`config.mk`:
```
export PLATFORM = sky130hd
export DESIGN_NAME = logic_unit_pipe
export DESIGN_NICKNAME = d
export VERILOG_FILES = /design/src/rtl/logic_unit_pkg.sv /design/src/rtl/lu_reg_slice.sv /design/src/rtl/logic_unit_pipe.sv
export SDC_FILE = /design/constraint.sdc
export NUM_CORES = 1
export LEC_CHECK = 0
export ABC_AREA = 1
export BUFFER_PORTS_ARGS = -buffer_cell sky130_fd_sc_hd__clkbuf_2
export CAP_MARGIN = 25
export CORE_MARGIN = 2
export CORE_UTILIZATION = 45
export DETAILED_ROUTE_END_ITERATION = 7
export PLACE_DENSITY = 0.74
export SETUP_SLACK_MARGIN = 0.2
export SLEW_MARGIN = 20
export SYNTH_ARGS = -nofsm -noshare
export SYNTH_HDL_FRONTEND = slang
export SYNTH_SLANG_ARGS = --single-unit
```
`constraint.sdc`:
```
create_clock -name clk -period 1.4 [get_ports clk]
set_input_delay 0 -clock clk [delete_from_list [all_inputs] [get_ports clk]]
set_output_delay 0 -clock clk [all_outputs]
set_load 0.02 [all_outputs]
```
`src/rtl/logic_unit_pkg.sv`:
```
// Shared types for the pipelined logic unit: opcodes, flag bundle, widths.
package logic_unit_pkg;

    localparam int LU_OP_W = 3;

    typedef enum logic [LU_OP_W-1:0] {
        LU_AND,
        LU_OR,
        LU_NAND,
        LU_NOR,
        LU_NOTA,
        LU_NOTB,
        LU_XOR,
        LU_XNOR
    } lu_op_e;

    typedef struct packed {
        logic za;
        logic zb;
        logic eq;
        logic gt;
        logic lt;
    } lu_flags_t;

    localparam int LU_FLAGS_W = $bits(lu_flags_t);

endpackage

```
`src/rtl/lu_reg_slice.sv`:
```
// Generic valid/ready register stage; payload only loads on a valid transfer.
module lu_reg_slice #(
    parameter int W = 8
) (
    input  logic         clk,
    input  logic         rst_n,
    input  logic         in_valid,
    output logic         in_ready,
    input  logic [W-1:0] in_data,
    output logic         out_valid,
    input  logic         out_ready,
    output logic [W-1:0] out_data
);

    logic         valid_q;
    logic [W-1:0] data_q;

    // Stage advances when empty or when its content leaves this cycle.
    assign in_ready  = !valid_q || out_ready;
    assign out_valid = valid_q;
    assign out_data  = data_q;

    always_ff @(posedge clk or negedge rst_n) begin
        if (!rst_n) begin
            valid_q <= 1'b0;
            data_q  <= '0;
        end else if (in_ready) begin
            valid_q <= in_valid;
            if (in_valid) begin
                data_q <= in_data;
            end
        end
    end

endmodule

```
`src/rtl/logic_unit_pipe.sv`:
```
// Two-stage pipelined bitwise logic unit with compare flags and tag sideband.
// Optional signed compare mode: define LU_SIGNED_CMP_EN.
module logic_unit_pipe
    import logic_unit_pkg::*;
#(
    parameter int WIDTH = 16,
    parameter int TAG_W = 4
) (
    input  logic               clk,
    input  logic               rst_n,
    input  logic               in_valid,
    output logic               in_ready,
    input  logic [WIDTH-1:0]   in_a,
    input  logic [WIDTH-1:0]   in_b,
    input  logic [2:0]         in_op,
    input  logic [TAG_W-1:0]   in_tag,
`ifdef LU_SIGNED_CMP_EN
    input  logic               in_signed,
`endif
    output logic               out_valid,
    input  logic               out_ready,
    output logic [2*WIDTH-1:0] out_res,
    output logic               out_za,
    output logic               out_zb,
    output logic               out_eq,
    output logic               out_gt,
    output logic               out_lt,
    output logic [TAG_W-1:0]   out_tag
);

    localparam int S1_W = 2*WIDTH + LU_OP_W + TAG_W + 1;
    localparam int S2_W = WIDTH + LU_FLAGS_W + TAG_W;

    logic sgn;
`ifdef LU_SIGNED_CMP_EN
    assign sgn = in_signed;
`else
    assign sgn = 1'b0;
`endif

    logic            s1_valid;
    logic            s2_ready;
    logic [S1_W-1:0] s1_q;

    lu_reg_slice #(.W(S1_W)) u_s1 (
        .clk       (clk),
        .rst_n     (rst_n),
        .in_valid  (in_valid),
        .in_ready  (in_ready),
        .in_data   ({in_a, in_b, in_op, in_tag, sgn}),
        .out_valid (s1_valid),
        .out_ready (s2_ready),
        .out_data  (s1_q)
    );

    logic [WIDTH-1:0]   a;
    logic [WIDTH-1:0]   b;
    logic [LU_OP_W-1:0] op_bits;
    logic [TAG_W-1:0]   tag;
    logic               sgn_q;
    lu_op_e             op;
    logic [WIDTH-1:0]   res;
    lu_flags_t          fl;

    assign {a, b, op_bits, tag, sgn_q} = s1_q;
    assign op = lu_op_e'(op_bits);

    always_comb begin
        res = '0;
        case (op)
            LU_AND:  res = a & b;
            LU_OR:   res = a | b;
            LU_NAND: res = ~(a & b);
            LU_NOR:  res = ~(a | b);
            LU_NOTA: res = ~a;
            LU_NOTB: res = ~b;
            LU_XOR:  res = a ^ b;
            LU_XNOR: res = ~(a ^ b);
            default: res = '0;
        endcase
    end

    // Flags depend on operands only; sign mode affects ordering, not equality.
    always_comb begin
        fl    = '0;
        fl.za = (a == '0);
        fl.zb = (b == '0);
        fl.eq = (a == b);
        if (sgn_q) begin
            fl.gt = $signed(a) > $signed(b);
            fl.lt = $signed(a) < $signed(b);
        end else begin
            fl.gt = a > b;
            fl.lt = a < b;
        end
    end

    logic [S2_W-1:0]  s2_q;
    logic [WIDTH-1:0] res_q;
    lu_flags_t        fl_q;

    lu_reg_slice #(.W(S2_W)) u_s2 (
        .clk       (clk),
        .rst_n     (rst_n),
        .in_valid  (s1_valid),
        .in_ready  (s2_ready),
        .in_data   ({res, fl, tag}),
        .out_valid (out_valid),
        .out_ready (out_ready),
        .out_data  (s2_q)
    );

    assign {res_q, fl_q, out_tag} = s2_q;
    assign out_res = {{WIDTH{1'b0}}, res_q};
    assign out_za  = fl_q.za;
    assign out_zb  = fl_q.zb;
    assign out_eq  = fl_q.eq;
    assign out_gt  = fl_q.gt;
    assign out_lt  = fl_q.lt;

endmodule

```
### After elaboration in Yosys (flattened, before gate mapping)

Index checks and enable logic that the tools add are counted.

* output and inout bits: 43
* memories: 0
* latch bits: 0
* ROM bits: 0
* RAM bits: 0
* bits in registers: 66
* word-level logic and storage cells: 32

* reduce and logical (&&, ||, !) cells: 9
* bitwise logic cells: 8
* divide/modulo/power cells: 0
* add/subtract/negate cells: 0
* equality and inequality tests: 8
* $lt $le $gt $ge: 2
* $mul: 0
* shift-type cells: 0
* mux-type cells: 1

Operators by type and width (number)
* $pmux 16 s8: 1
* $not 16->16: 5
* $logic_not 16->1: 2
* $and 16x16->16: 1
* $eq 16x16->1: 1
* $gt 16x16->1: 1
* $lt 16x16->1: 1
* $or 16x16->16: 1
* $xor 16x16->16: 1
* $eq 3x3->1 const B: 4
* $eq 3x2->1 const B: 2
* $reduce_and 2->1: 2
* $eq 3x1->1 const B: 1
* $logic_not 3->1: 1
* $logic_not 1->1: 2
* $logic_or 1x1->1: 2

### Longest topological paths before layout

Gate-level depths: netlist of the first run.

* depth in word-level cells: 4
* mapped depth: 12

### By module

Synthesis of the first run repeated with hierarchy kept, for this count alone.

* cell total of the unflattened synthesis: 604
* area, all modules: 4685.7 um2

By module, submodules not included
* logic_unit_pipe: area each 1935.6 um2, cells each 314, instances 1
* lu_reg_slice (u_s1): area each 1654.1 um2, cells each 178, instances 1
* lu_reg_slice (u_s2): area each 1096.1 um2, cells each 112, instances 1

### Worst setup path after synthesis of the first run

No wires, ideal clock.

* kind: flip-flop to flip-flop
* start point: reg u_s2.valid_q (netlist: u_s2.out_valid)
* end point: reg u_s1.data_q[10] (netlist: u_s1.out_data[10])
* data required time: 1.267 ns
* slack: -0.250 ns
* path buffers: 2
* stages on the path, launching flop included: 6
* clock period less this slack: 1.650 ns
* arrival: 1.518 ns
* path through: dfrtp_1 > nand3_1 > nand2_1 > buf_2 > buf_1 > a21oi_1

* cells in the longest elaborated chain, start to end: 4

Ends and longest elaborated chain
* start, declared: RTL line lu_reg_slice.sv:15 `logic valid_q;`
* start signal, assigned: RTL line lu_reg_slice.sv:28 `valid_q <= in_valid;`
* $logic_not 1->1: RTL line lu_reg_slice.sv:19 `assign in_ready = !valid_q || out_ready;`
* $logic_or 1x1->1 (2 in a row): RTL line lu_reg_slice.sv:19
* net in_ready: RTL line logic_unit_pipe.sv:12 `output logic in_ready,`
* $reduce_and 2->1 (no line)
* end signal, assigned: RTL line lu_reg_slice.sv:30 `data_q <= in_data;`
* end, declared: RTL line lu_reg_slice.sv:16 `logic [W-1:0] data_q;`

The timed path passes the listed nets, and every way through them passes these cells.
A chain may end at the register's enable or synchronous reset.

### Worst setup path after layout of the first run

* start point: reg u_s1.data_q[29] (netlist: u_s1.out_data[29])
* end point: reg u_s2.data_q[5] (netlist: u_s2.out_data[5])

* cells in the longest elaborated chain, start to end: 1

Ends and longest elaborated chain
* $gt 16x16->1: RTL line logic_unit_pipe.sv:93 `fl.gt = a > b;`
* end signal, assigned: RTL line lu_reg_slice.sv:30
* end, declared: RTL line lu_reg_slice.sv:16

Every way passes these cells.

==> impl_metrics.toml, run 1 <==
[cells_and_area]
final_cell_mix = "145 x nand2_1, 102 x buf_4, 76 x nor2_1"
postLayoutCellArea_um2 = 6858
area_delta_synth_final_pct = 51.41
final_common_cell = "nand2_1"
fin_nets = 938
drive_gt1_share_pct = 33.57
diodes = 0

[placement]
hpwlAfterDp_um = 8922
port_buffers = 69
gp_congestion = 0.9238
place_area_um2 = 5913

[sta]
setup_viol = 6
finalHoldViolCount = 0
report.final.slew_viol_count = 0
period_share_pct = 105.9
fin_skew_ps = 13.71
rsz0062_at_grt = "yes"
setup_slack_ps = -83.05
fin_tns_setup_ps = -279.1
fin_crit_ps = 1483
max_freq_mhz = 674.3

[worst_setup_path]
worstPathRequired_ps = 1660
r2r_slack_ps = -80
r2r-start = "u_s1.out_data[29]"
cp_common_cell = "nand2_1"
cp-start-kind = "register"
worstRegToRegCells = 11
crit_fanout = 3
path_cells = "buf_4 > buf_4 > ha_1 > inv_1 > a21oi_1 > nor2_1 > nand2_1 > nand2_1 > nand2_1 > nand2_1 > nand2_1"
slowest_stage = "dfrtp_1"
max_stage_delay_ps = 400
critical_path_class = "register to register"
rr_endpoint = "u_s2.out_data[5]"
arrival_ps = 1750
path_buf_inv = 3
path_delay_family = "flip-flops"
critPathCaptureType = "register"

[global_routing]
groute.usage.overall_pct = 26.07
grt.overflow.total = 0
antenna_found_initial = 0
grt_start_max_net_pins = 67
first_global_vias = 4859
grt_pass1_wl_um = 22600

[worst_hold_path]
hold_path.class = "input pin to register"
min_to = "u_s1.out_data[14]"
min_from = "in_valid"
whs_path_depth = 4

[clocking]
cts_tree = "done"
root_buffer = "clkbuf_8"
cts_htree_levels = 3
cts_sinks = 66
clk_latency_ps = 370
clockBufferDepth = 2
clk_pin_slew_ps = 80
cts_buffers = 9

[routing]
wl_um = 14050
post-route-drc-count = 0
vias = 4912
ant_nets = 0
wl_per_cell_um = 14.27
first_iter_violations = 370
via_per_inst = 4.987
drtPass1Iterations = 5

[pwr]
clkPwrFrac_pct = 17.4
seq_power_share_pct = 32.0
p_switching_mw = 3.481
power_frac_comb_pct = 50.6
swShare_pct = 41.38
powerDensity_nw_per_um2 = 1227
leakage_nw = 3.567
ir_drop_uv = 621.9
intPower_mw = 4.931

[synthesis]
yosysUniqueCellTypes = 26
syn_inst = 628
yosysSeqAreaShare_pct = 36.46
yosys_warnings = 0
synth_seq_cells = 66
synth_area_um2 = 4529
avgSynthCellArea_um2 = 7.212

[floorplan]
io_pins = 86
initial_core_util_pct = 46.34
rows = 36
die_h_um = 104.3
dieArea_um2 = 10880
dieWidth_um = 104.3
core_region_area_um2 = 9774

[run]
cap_violations = 0

[run_status]
violations = "setup timing"
status = "finished, violations left"
how the worst max path moves through the flow:
stage | from | endpoint | cells after the start
floorplan | u_s1.out_data[29] | u_s2.out_data[4] | 9
global placement | u_s1.out_data[21] | u_s2.out_data[5] | 9
detailed placement | u_s1.out_data[6] | u_s2.out_data[10] | 7
CTS | u_s1.out_data[13] | u_s2.out_data[4] | 9
global route | u_s1.out_data[31] | u_s2.out_data[4] | 10
finish | u_s1.out_data[29] | u_s2.out_data[5] | 11
final cells by class:
type / instances / area [um^2]
Multi-Input combinational cell: 453 / 2680
Sequential cell: 66 / 1657
Clock buffer: 12 / 145.1
Timing Repair Buffer: 231 / 1859
Inverter: 86 / 330.3
Clock inverter: 4 / 20.02
Tap cell: 133 / 166.4
Fill cell: 755 / 2917
power groups by stage:
stage          clock (mW)  sequential (mW)  combinational, mW
3_5_place_dp            0             2.72               3.71
2_1_floorplan           0             3.07               1.80
5_1_grt              1.56             2.75               4.70
3_3_place_gp            0             2.70               3.63
6_report             1.46             2.69               4.26
4_1_cts              1.47             2.68               4.08
logic make-up after synthesis:
logic type	after synthesis	share of synthesized area (%)
simple gates	259	23.29
compound gates	130	14.48
other cells	1	0.08279
fa+ha+maj	48	13.26
buf+inv	124	12.43
flops	66	36.46
layer usage:
metal,track usage (%),vias to the layer above,wire length (um)
met2,45.05,229,6739
li1,-,2388,-
met5,0,-,0
met3,3.885,49,1147
met1,31.59,2246,5676
met4,12.84,0,489
worst register-to-register path, stage by stage (launching register included):
cell and delay (ps):
dfrtp_1 400, buf_4 140, buf_4 130, ha_1 180, inv_1 60, a21oi_1 70
nor2_1 110, nand2_1 60, nand2_1 80, nand2_1 50, nand2_1 60, nand2_1 40
stage by stage:
stage | hold slack, ps | power, mW | util [%] | std cells | setup slack [ps]
6_report | 155.1 | 8.413 | 70.16 | 985 | -83.05
5_1_grt | 159.4 | 9.005 | 70.16 | 985 | -189.1
4_1_cts | 94.03 | 8.238 | 68.71 | 978 | -47.09
3_5_place_dp | 58.20 | 6.427 | 60.50 | 907 | -208.2
3_3_place_gp | 51.41 | 6.327 | 60.50 | 907 | -201.3
2_1_floorplan | -295.6 | 4.864 | - | 643 | 22.67
registers in the layout (all words and copies together), names as in the netlist:
register	flops
u_s2.out_valid	1
u_s1.out_data	39
u_s2.out_data	25
u_s1.out_valid	1
Yosys cell counts:
master | n | area (um^2)
a21o_1 | 1 | 7.510
a21oi_1 | 46 | 230.2
buf_1 | 1 | 3.750
buf_2 | 4 | 20.02
buf_4 | 18 | 135.1
buf_6 | 3 | 33.78
clkbuf_1 | 12 | 45.04
conb_1 | 1 | 3.750
dfrtp_1 | 66 | 1652
ha_1 | 48 | 600.6
inv_1 | 83 | 311.6
inv_2 | 2 | 7.510
inv_4 | 1 | 6.260
nand2_1 | 151 | 566.8
nand2_2 | 2 | 12.51
nand3_1 | 6 | 30.03
nand4_1 | 5 | 31.28
nor2_1 | 82 | 307.8
nor2_2 | 1 | 6.260
nor3_1 | 4 | 20.02
nor3_4 | 3 | 48.80
nor4_1 | 4 | 25.02
o21ai_0 | 72 | 360.4
o21ai_1 | 10 | 50.05
o21bai_1 | 1 | 7.510
or2_2 | 1 | 6.260
timing repair:
item / CTS / global route
gates cloned: 0 / 2
hold buffers: 41 / 0
buffers inserted: 14 / 5
pin swaps: 10 / 5
gates resized for setup: 33 / 24
endpoints found under the setup margin: 23 / 37
endpoints found under the hold margin: 107 / 0
(Power assumes the default switching activity.)
==> run 2: changes to the inputs <==
--- a/config.mk
+++ b/config.mk
@@ -11,7 +11,7 @@
 export CORE_MARGIN = 2
 export CORE_UTILIZATION = 45
 export DETAILED_ROUTE_END_ITERATION = 7
-export PLACE_DENSITY = 0.74
+export PLACE_DENSITY = 0.67
 export SETUP_SLACK_MARGIN = 0.2
 export SLEW_MARGIN = 20
 export SYNTH_ARGS = -nofsm -noshare
==> run 2 against run 1 <==
Against the previous run:
- the run still ends with setup timing left
- via count rose by 7.2%
- final cell count grew 1.9%
- combinational power rose by 19%
- maximum frequency shrank 5.2%
- worst hold slack improved by 36 ps
- sequential cell count did not move
- cell area grew 13%
- sequential power up 1%
- global-route usage decreased by 0.26 points
- first-iteration DRC count increased by 9.7%
- core utilization is 9.3 points higher
- clock power is 12% higher
==> impl_metrics.toml, run 2 (synthesized netlist as in run 1, its figures left out) <==
[global_routing]
first_global_vias = 4796
groute.usage.overall_pct = 25.81
grt_pass1_wl_um = 22360
grt.overflow.total = 0
grt_start_max_net_pins = 67
antenna_found_initial = 0

[clocking]
cts_buffers = 9
cts_tree = "done"
cts_htree_levels = 3
clk_latency_ps = 360
clk_pin_slew_ps = 80
cts_sinks = 66
root_buffer = "clkbuf_8"
clockBufferDepth = 2

[routing]
via_per_inst = 5.245
wl_um = 17350
drtPass1Iterations = 5
dr_wl_met2_um = 8582
highest_layer = "met4"
first_iter_violations = 406
wl_met1_um = 6462
vias = 5266
post-route-drc-count = 0
routed-wl-met3_um = 1309
ant_nets = 0
wl_per_cell_um = 17.28

[floorplan]
dieWidth_um = 104.3
initial_core_util_pct = 46.34
io_pins = 86
dieArea_um2 = 10880
die_h_um = 104.3
core_region_area_um2 = 9774
rows = 36

[sta]
setup_viol = 9
max_freq_mhz = 639.4
setup_slack_ps = -163.9
report.final.slew_viol_count = 0
finalHoldViolCount = 0
fin_skew_ps = 9.877
period_share_pct = 111.7
rsz0062_at_grt = "yes"
fin_crit_ps = 1564

[worst_setup_path]
worstPathRequired_ps = 1660
path_delay_family = "simple AND/OR/NAND/NOR gates"
critPathCaptureType = "register"
worstRegToRegCells = 10
crit_fanout = 3
path_depth = 10
r2r-start = "u_s1.out_data[14]"
cp-start-kind = "register"
path_cells = "inv_2 > buf_4 > ha_1 > a21o_1 > nor2_1 > nand2_1 > nand2_1 > nand2_1 > nand2_1 > nand2_1"
max_stage_delay_ps = 390
path_buf_inv = 2
critical_path_class = "register to register"
arrival_ps = 1820
crit_path_start = "u_s1.out_data[14]"
cp_common_cell = "nand2_1"
slowest_stage = "dfrtp_1"

[pwr]
power.total_mw = 9.440
leakage_nw = 3.798
powerDensity_nw_per_um2 = 1215
ir_drop_uv = 767.9

[run_status]
status = "finished, violations left"
violations = "setup timing"

[placement]
gp_congestion = 0.9043
port_buffers = 69
hpwlAfterDp_um = 9306
dp.cells = 902

[cells_and_area]
final_cell_mix = "130 x nand2_1, 103 x buf_4, 68 x clkbuf_2"
drive_gt1_share_pct = 46.38
stdcell_count = 1004
final_common_cell = "nand2_1"
fillers = 575
largest_reg_flops = 39
area_delta_synth_final_pct = 71.49
diodes = 0
fin_nets = 958

[worst_hold_path]
hold_path.class = "input pin to async pin"

[run]
cap_violations = 0
-- run 2: changes by cell type in the layout (fill, tap and decap cells not counted), sizes merged --
cell    previous run  this run
clkinv             4         2
buf              119       135
nand2            153       154
bufinv             0         1
clkbuf            83        86
-- run 2: final cells by class --
cell class	instances	area (um^2)	share of cell area [%]
clock buffers	12	145.1	1.869
clock inverters	3	40.04	0.5155
inverters	86	332.8	4.285
multi-input cells	454	3269	42.09
flip-flops and latches	66	1657	21.33
well taps	133	166.4	2.142
repair buffers	250	2157	27.77
-- run 2: final timing paths --
kind | to | slack [ps]
hold reg to reg | u_s2.out_data[13] | 480
setup / recovery | u_s2.out_data[5] | -160
hold / removal | u_s1.out_data[27] | 190
max in group asynchronous | u_s2.out_valid | 860
setup reg to reg | u_s2.out_data[5] | -160
min in group clk | u_s1.out_data[2] | 240
-- run 2: timing repair --
action                                 4_1_cts  5_1_grt
buffers inserted                            23       12
endpoints found under the hold margin      107        0
hold buffers                                41        0
setup endpoints to repair                   21       60
gates cloned                                 0       11
pin swaps                                   25       23
gates resized for setup                     76      166
-- run 2: metrics by stage --
stage / utilization, % / TNS (ps) / hold WS (ps) / worst slack, ps / cell area (um^2)
final: 79.47 / -470.4 / 190.8 / -163.9 / 7767
after global routing: 79.47 / -1802 / 243.3 / -233.5 / 7767
after CTS: 70.78 / -92.23 / 67.84 / -60.90 / 6918
after detailed placement: 60.24 / -3104 / 58.70 / -203.4 / 5888
after global placement: 60.24 / -2142 / 51.08 / -150.3 / 5888
after floorplan: - / 0 / -295.6 / 22.67 / 4812
-- run 2: power breakdown --
part	switching (mW)	leakage (nW)	internal, mW
sequential	0.355	0.765	2.37
clock	0.782	0.0962	0.858
combinational	2.85	2.94	2.23
-- run 2: layer usage --
metal	vias to the layer above	track usage (%)
met4	0	13.22
met3	93	4.010
met2	294	43.65
li1	2426	-
met5	-	0
met1	2453	31.75
-- run 2: tightest hold or removal path, delay by kind of cell --
| family | cells | cell delay, ps |
|---|---|---|
| buffers and inverters | 3 | 950 |
